**config.mk**
```make
export PLATFORM = sky130hd
export DESIGN_NAME = conv_accumulator
export DESIGN_NICKNAME = d
export VERILOG_FILES = /design/src/rtl/conv_pkg.sv /design/src/rtl/thirty_two_bit_adder.sv /design/src/rtl/conv_accumulator.sv
export SDC_FILE = /design/constraint.sdc
export NUM_CORES = 1
export LEC_CHECK = 0
export CORE_ASPECT_RATIO = 1.2
export CORE_MARGIN = 4
export CORE_UTILIZATION = 50
export CTS_BUF_LIST = sky130_fd_sc_hd__clkbuf_16
export CTS_CLUSTER_SIZE = 28
export DETAILED_ROUTE_END_ITERATION = 6
export HOLD_SLACK_MARGIN = 0.02
export PLACE_DENSITY = 0.82
export SYNTH_ARGS = -nofsm -noshare
export SYNTH_HDL_FRONTEND = slang
export SYNTH_SLANG_ARGS = --single-unit
```
**constraint.sdc**
```tcl
create_clock -name clk -period 13.9 [get_ports clk]
set_input_delay 1.39 -clock clk [delete_from_list [all_inputs] [get_ports clk]]
set_output_delay 1.39 -clock clk [all_outputs]
set_load 0.05 [all_outputs]
```
**src/rtl/conv_pkg.sv**
```systemverilog
// rtl/conv_pkg.sv - shared widths, saturation limits and state type for the conv accumulator
package conv_pkg;

    localparam int ACC_W = 32;

    localparam logic [ACC_W-1:0] SAT_POS = 32'h7FFF_FFFF;
    localparam logic [ACC_W-1:0] SAT_NEG = 32'h8000_0000;

    typedef enum logic {
        ACCUM = 1'b0,
        HOLD  = 1'b1
    } acc_state_t;

endpackage

```
**src/rtl/thirty_two_bit_adder.sv**
```systemverilog
// rtl/thirty_two_bit_adder.sv - 32-bit ripple-carry adder built from full-adder cells
module thirty_two_bit_adder
    import conv_pkg::*;
(
    input  logic [ACC_W-1:0] A,
    input  logic [ACC_W-1:0] B,
    input  logic             Cin,
    output logic [ACC_W-1:0] Sum,
    output logic             Cout
);

    logic [ACC_W:0] carry;

    assign carry[0] = Cin;

    for (genvar i = 0; i < ACC_W; i++) begin : g_fa
        assign Sum[i]     = A[i] ^ B[i] ^ carry[i];
        assign carry[i+1] = (A[i] & B[i]) | (carry[i] & (A[i] ^ B[i]));
    end

    assign Cout = carry[ACC_W];

endmodule

```
**src/rtl/conv_accumulator.sv**
```systemverilog
// rtl/conv_accumulator.sv - sums TAPS signed products per window; CONV_ACC_SAT_EN selects saturating accumulate
module conv_accumulator
    import conv_pkg::*;
#(
    parameter int TAPS   = 9,
    parameter int PROD_W = 16
) (
    input  logic              clk,
    input  logic              rst_n,
    input  logic              in_valid,
    output logic              in_ready,
    input  logic [PROD_W-1:0] in_prod,
    output logic              out_valid,
    input  logic              out_ready,
    output logic [ACC_W-1:0]  out_sum,
    output logic              out_ovf
);

    localparam int              CNT_W    = (TAPS > 1) ? $clog2(TAPS) : 1;
    localparam logic [CNT_W-1:0] LAST_TAP = CNT_W'(TAPS - 1);

    acc_state_t        state_q;
    logic [ACC_W-1:0]  acc_q;
    logic [ACC_W-1:0]  acc_d;
    logic              ovf_q;
    logic              ovf_d;
    logic [CNT_W-1:0]  tap_cnt_q;
    logic [ACC_W-1:0]  out_sum_q;
    logic              out_ovf_q;
    logic              out_valid_q;
    logic              in_ready_q;

    logic [ACC_W-1:0]  prod_ext;
    logic [ACC_W-1:0]  add_sum;
    logic              add_cout_unused;
    logic              add_ovf;

    assign prod_ext = ACC_W'($signed(in_prod));

    thirty_two_bit_adder u_adder (
        .A    (acc_q),
        .B    (prod_ext),
        .Cin  (1'b0),
        .Sum  (add_sum),
        .Cout (add_cout_unused)
    );

    // Signed overflow: both operands share a sign and the result sign flips.
    assign add_ovf = (acc_q[ACC_W-1] == prod_ext[ACC_W-1]) &&
                     (add_sum[ACC_W-1] != acc_q[ACC_W-1]);

    always_comb begin
        acc_d = add_sum;
`ifdef CONV_ACC_SAT_EN
        if (add_ovf) begin
            acc_d = acc_q[ACC_W-1] ? SAT_NEG : SAT_POS;
        end
`endif
        ovf_d = ovf_q | add_ovf;
    end

    always_ff @(posedge clk or negedge rst_n) begin
        if (!rst_n) begin
            state_q     <= ACCUM;
            acc_q       <= '0;
            ovf_q       <= 1'b0;
            tap_cnt_q   <= '0;
            out_sum_q   <= '0;
            out_ovf_q   <= 1'b0;
            out_valid_q <= 1'b0;
            in_ready_q  <= 1'b1;
        end else begin
            unique case (state_q)
                ACCUM: begin
                    if (in_valid) begin
                        acc_q     <= acc_d;
                        ovf_q     <= ovf_d;
                        tap_cnt_q <= tap_cnt_q + 1'b1;
                        if (tap_cnt_q == LAST_TAP) begin
                            out_sum_q   <= acc_d;
                            out_ovf_q   <= ovf_d;
                            out_valid_q <= 1'b1;
                            in_ready_q  <= 1'b0;
                            state_q     <= HOLD;
                        end
                    end
                end
                HOLD: begin
                    if (out_ready) begin
                        acc_q       <= '0;
                        ovf_q       <= 1'b0;
                        tap_cnt_q   <= '0;
                        out_valid_q <= 1'b0;
                        in_ready_q  <= 1'b1;
                        state_q     <= ACCUM;
                    end
                end
                default: state_q <= ACCUM;
            endcase
        end
    end

    assign in_ready  = in_ready_q;
    assign out_valid = out_valid_q;
    assign out_sum   = out_sum_q;
    assign out_ovf   = out_ovf_q;

endmodule

```
==> impl_summary.md <==
Clocking
For the worst-skew pair, the clock arrives at the later sink with an insertion delay of between 0.3 and 0.4 ns. The post-CTS resize count is 0. The clock transition at the registers of the reported paths is around 0.060 ns. CTS placed an instance of sky130_fd_sc_hd__clkbuf_16 at the clock tree root. The post-CTS setup buffer count is 0. TritonCTS built the clock tree. The buffer levels on the longest clock path is 2. Buffers inserted to repair hold after CTS numbered 0. The tree built by TritonCTS fans out to 73 sinks. The number of H-tree levels is 3. The number of buffers created by CTS is 9.

Timing
The achievable clock frequency is 74.5 MHz. The transition time at the pin with the least slew margin is ~1.0 ns. The setup skew after layout is about 0.009 ns. Once routing completed, OpenROAD measured the worst setup slack at between 0.4 and 0.5 ns. The relative slew slack is between 20 and 30%. The worst path in the final design needs a cycle of 13.42 ns, including I/O delays and setup. The aggregate negative setup slack is 0 ns.

The total count of max-transition violations in the final report is 0. The fraction of the cycle the final worst path needs is between 90% and 100%. Setup repair after global routing left no endpoint under its margin. The number of setup violations in the final report is 0. The worst hold-check slack is approximately 0.47 ns. The final number of hold-violating endpoints is 0.

Detailed routing
The routed wire length is approximately 6900 microns. The average wire per standard cell is 15.1 microns. The number of vias after detailed routing is between 2,000 and 2,500. The detail route stage leaves a number of antenna-violating nets equal to 0. The pre-antenna-repair detailed-routing pass consisted of 4 iterations.

The number of vias per cell after detailed routing is around 5. In the routed design, unresolved DRC markers number 0. The DRC marker count from the first detailed-route iteration is 96.

Pwr
Across the VDD grid, the largest voltage drop is 0.130 mV. Summed over all cells, the static leakage comes to 2.12 nW. In this run the power density over the cells is approximately 260 mW/mm^2.

The total design power is roughly 1.2 mW.

Yosys
The post-synth design cell area is about 0.0036 sq mm. The number of warnings printed during yosys synthesis is 0. Summing the areas of all and, or, nand and nor instances in the mapped netlist gives 4.91% of the synthesized area. The fraction of synthesized area in multiplexers is 10.4%. The number of synthesized register bits is 73. The number of nets produced by synthesis is roughly 360. In the post-synthesis netlist, the biggest area contributors are sky130_fd_sc_hd__dfrtp_1, sky130_fd_sc_hd__fa_1, sky130_fd_sc_hd__mux2i_1.

The share of the Yosys chip area taken by registers is around half. The number of unique standard cell types used by synthesis is 29. The synthesized netlist devotes under 10% of its cell area to compound gates. The area share of fa/ha/maj cells after synthesis is between 10% and 20%.

sky130_fd_sc_hd__dfrtp_1 takes more of the synthesized area than any other cell. The xor-xnor portion of the synthesized cell area is less than 1%. The post-synthesis instance total is roughly 300. The combinational family with the most area after synthesis is adder cells.

The mean instance size in the synthesized netlist is approximately 12 sq um. Summed over its instances, the top area cell type makes up 49.4% of the synthesized netlist area.

Layout
The most frequent standard cell in the layout excluding fill and tap cells is sky130_fd_sc_hd__inv_1. In the layout the commonest cells are sky130_fd_sc_hd__inv_1, sky130_fd_sc_hd__dfrtp_1, sky130_fd_sc_hd__clkdlybuf4s50_1, sky130_fd_sc_hd__nand2_1, sky130_fd_sc_hd__mux2i_1. The share of final-layout standard cells stronger than drive strength 1 is a little under a tenth. 0 antenna diodes ended up in the layout. The total number of nets in the final design is between 400 and 500. The core utilization of the finished layout is ~65%. Compared with the post-synthesis result, the final layout area differs by 23.6%.

Floorplanning
In this run the core area contains 33 standard-cell rows. In this run the standard cell core region covers roughly 0.007 sq mm. The die height is 102 microns. 55 I/O pins were placed. The die is around 86 microns wide.

Once the floorplan was initialized, standard cells occupied between 50% and 60% of the core. The die area is approximately 0.0087 sq mm.

Min path
In this run the worst hold path is classified as flop to flop. Along the worst hold path, the cell count comes to 1. In this run the most critical hold path is launched from tap_cnt_q[3]. The sink of the worst hold path is tap_cnt_q[3].

Place
The pre-CTS setup slack is -0.0341 ns. The routability congestion estimate from global placement is between 0.7 and 0.8. The number of I/O port buffers is 54. The HPWL after detailed placement is between 4000 and 5000 microns.

Worst setup path
The maximum fanout count along the critical path is 3. The slowest stage of the critical path belongs to the cell sky130_fd_sc_hd__clkdlybuf4s50_1. Data arrives at the worst endpoint at ~14 ns.

In this run the critical register-to-register path is launched from acc_q[0]. The setup slack of the worst register-to-register path is approximately 1.7 ns. For this run, the slowest stage of the critical path takes between 0.4 and 0.5 ns. The critical path launch point type is an input pin. The capture point of the worst reg-to-reg path is out_sum[31]. The data required time at the worst endpoint is between 10 and 15 ns. By startpoint and endpoint, the worst setup path is classified as input pin to flop. Counting cells, the worst reg-to-reg path comes to 39. The most critical setup path has its startpoint at in_prod[0]. STA classifies the critical path endpoint as a flop. The most numerous cell type found on the critical path is sky130_fd_sc_hd__fa_1.

Global route
The via count of the first global-routing pass was roughly 2,500. The maximum number of pins on one net before global-route repair is between 70 and 80. The global-route wire length before repair is between 10,000 and 15,000 microns. The initial antenna violation count was 0. After global routing the overflow that remains totals 0. The total global routing track utilization is about 18%.

Outcome
The run finished with clean final reports.

Run
The max-cap check violation count is 0.
[routing by layer]
metal | vias up | track usage, % | share of wire [%]
met5 | - | 0 | 0
met4 | 0 | 9.26 | 1.3
met3 | 9 | 3.66 | 4.0
met2 | 50 | 29.6 | 52
met1 | 1171 | 22.0 | 42
li1 | 1056 | - | -
[cell usage after synthesis]
| library cell | n |
|---|---|
| sky130_fd_sc_hd__a22o_1 | 7 |
| sky130_fd_sc_hd__clkbuf_1 | 3 |
| sky130_fd_sc_hd__xnor2_1 | 1 |
| sky130_fd_sc_hd__mux2i_1 | 28 |
| sky130_fd_sc_hd__xor2_1 | 1 |
| sky130_fd_sc_hd__ha_1 | 3 |
| sky130_fd_sc_hd__nand3_1 | 1 |
| sky130_fd_sc_hd__a21o_1 | 2 |
| sky130_fd_sc_hd__a21oi_1 | 3 |
| sky130_fd_sc_hd__nand2_1 | 32 |
| sky130_fd_sc_hd__nor3_4 | 1 |
| sky130_fd_sc_hd__nor2_1 | 1 |
| sky130_fd_sc_hd__o21ai_0 | 26 |
| sky130_fd_sc_hd__buf_12 | 1 |
| sky130_fd_sc_hd__inv_1 | 74 |
| sky130_fd_sc_hd__dfstp_2 | 1 |
| sky130_fd_sc_hd__dfrtp_1 | 72 |
| sky130_fd_sc_hd__buf_2 | 3 |
| sky130_fd_sc_hd__mux2_2 | 6 |
| sky130_fd_sc_hd__buf_6 | 4 |
| sky130_fd_sc_hd__o22ai_1 | 1 |
| sky130_fd_sc_hd__nand2b_1 | 1 |
| sky130_fd_sc_hd__and2b_1 | 1 |
| sky130_fd_sc_hd__nand4_1 | 1 |
| sky130_fd_sc_hd__fa_1 | 30 |
| sky130_fd_sc_hd__or3_1 | 1 |
| sky130_fd_sc_hd__o21a_1 | 1 |
| sky130_fd_sc_hd__nand3b_1 | 1 |
| sky130_fd_sc_hd__mux2_4 | 2 |
[worst max-delay path, delay by kind of cell]
kind | cells | cell delay, ns
xor+xnor | 2 | 0.34
mux | 1 | 0.26
fa+ha+maj | 31 | 10.80
buf+inv | 6 | 0.81
[logic make-up after synthesis]
kind of cell             Yosys count
AND/OR/NAND/NOR                   40
buffers and inverters             85
adder cells (fa/ha/maj)           33
XOR/XNOR                           2
multiplexers                      36
AO/OA/AOI/OAI                     40
flip-flops                        73
[cell type report]
cell class	instances	area [sq um]
multi-input cells	151	1480
well taps	87	109
repair buffers	56	551
inverters	74	278
clock inverters	7	31.3
flip-flops and latches	73	1830
fillers	556	2470
clock buffers	9	225
[worst max path at each step]
stage	to	slack, ns	cells after the start
2_1_floorplan	out_sum[31]	1.20	39
3_3_place_gp	out_sum[31]	0.07	40
3_5_place_dp	out_sum[31]	-0.03	40
4_1_cts	out_sum[31]	0.14	40
5_1_grt	out_sum[31]	0.07	40
6_report	out_sum[31]	0.48	40
[through the flow]
stage,instance area (sq um),instances
floorplan,3640,309
global placement,4230,441
detailed placement,4230,441
CTS,4480,457
global route,4500,457
finish,4500,457
[sequential cells by signal (all words and copies together), names as in the netlist]
signal     flops
in_ready       1
state_q        1
tap_cnt_q      4
out_ovf        1
ovf_q          1
out_sum       32
acc_q         32
out_valid      1
[report_power, final]
part	switching (mW)	total (mW)	leakage, nW	internal, mW
clock	0.0838	0.201	0.143	0.117
sequential	0.0631	0.379	0.849	0.316
combinational	0.363	0.600	1.13	0.237
(Power assumes the default switching activity.)
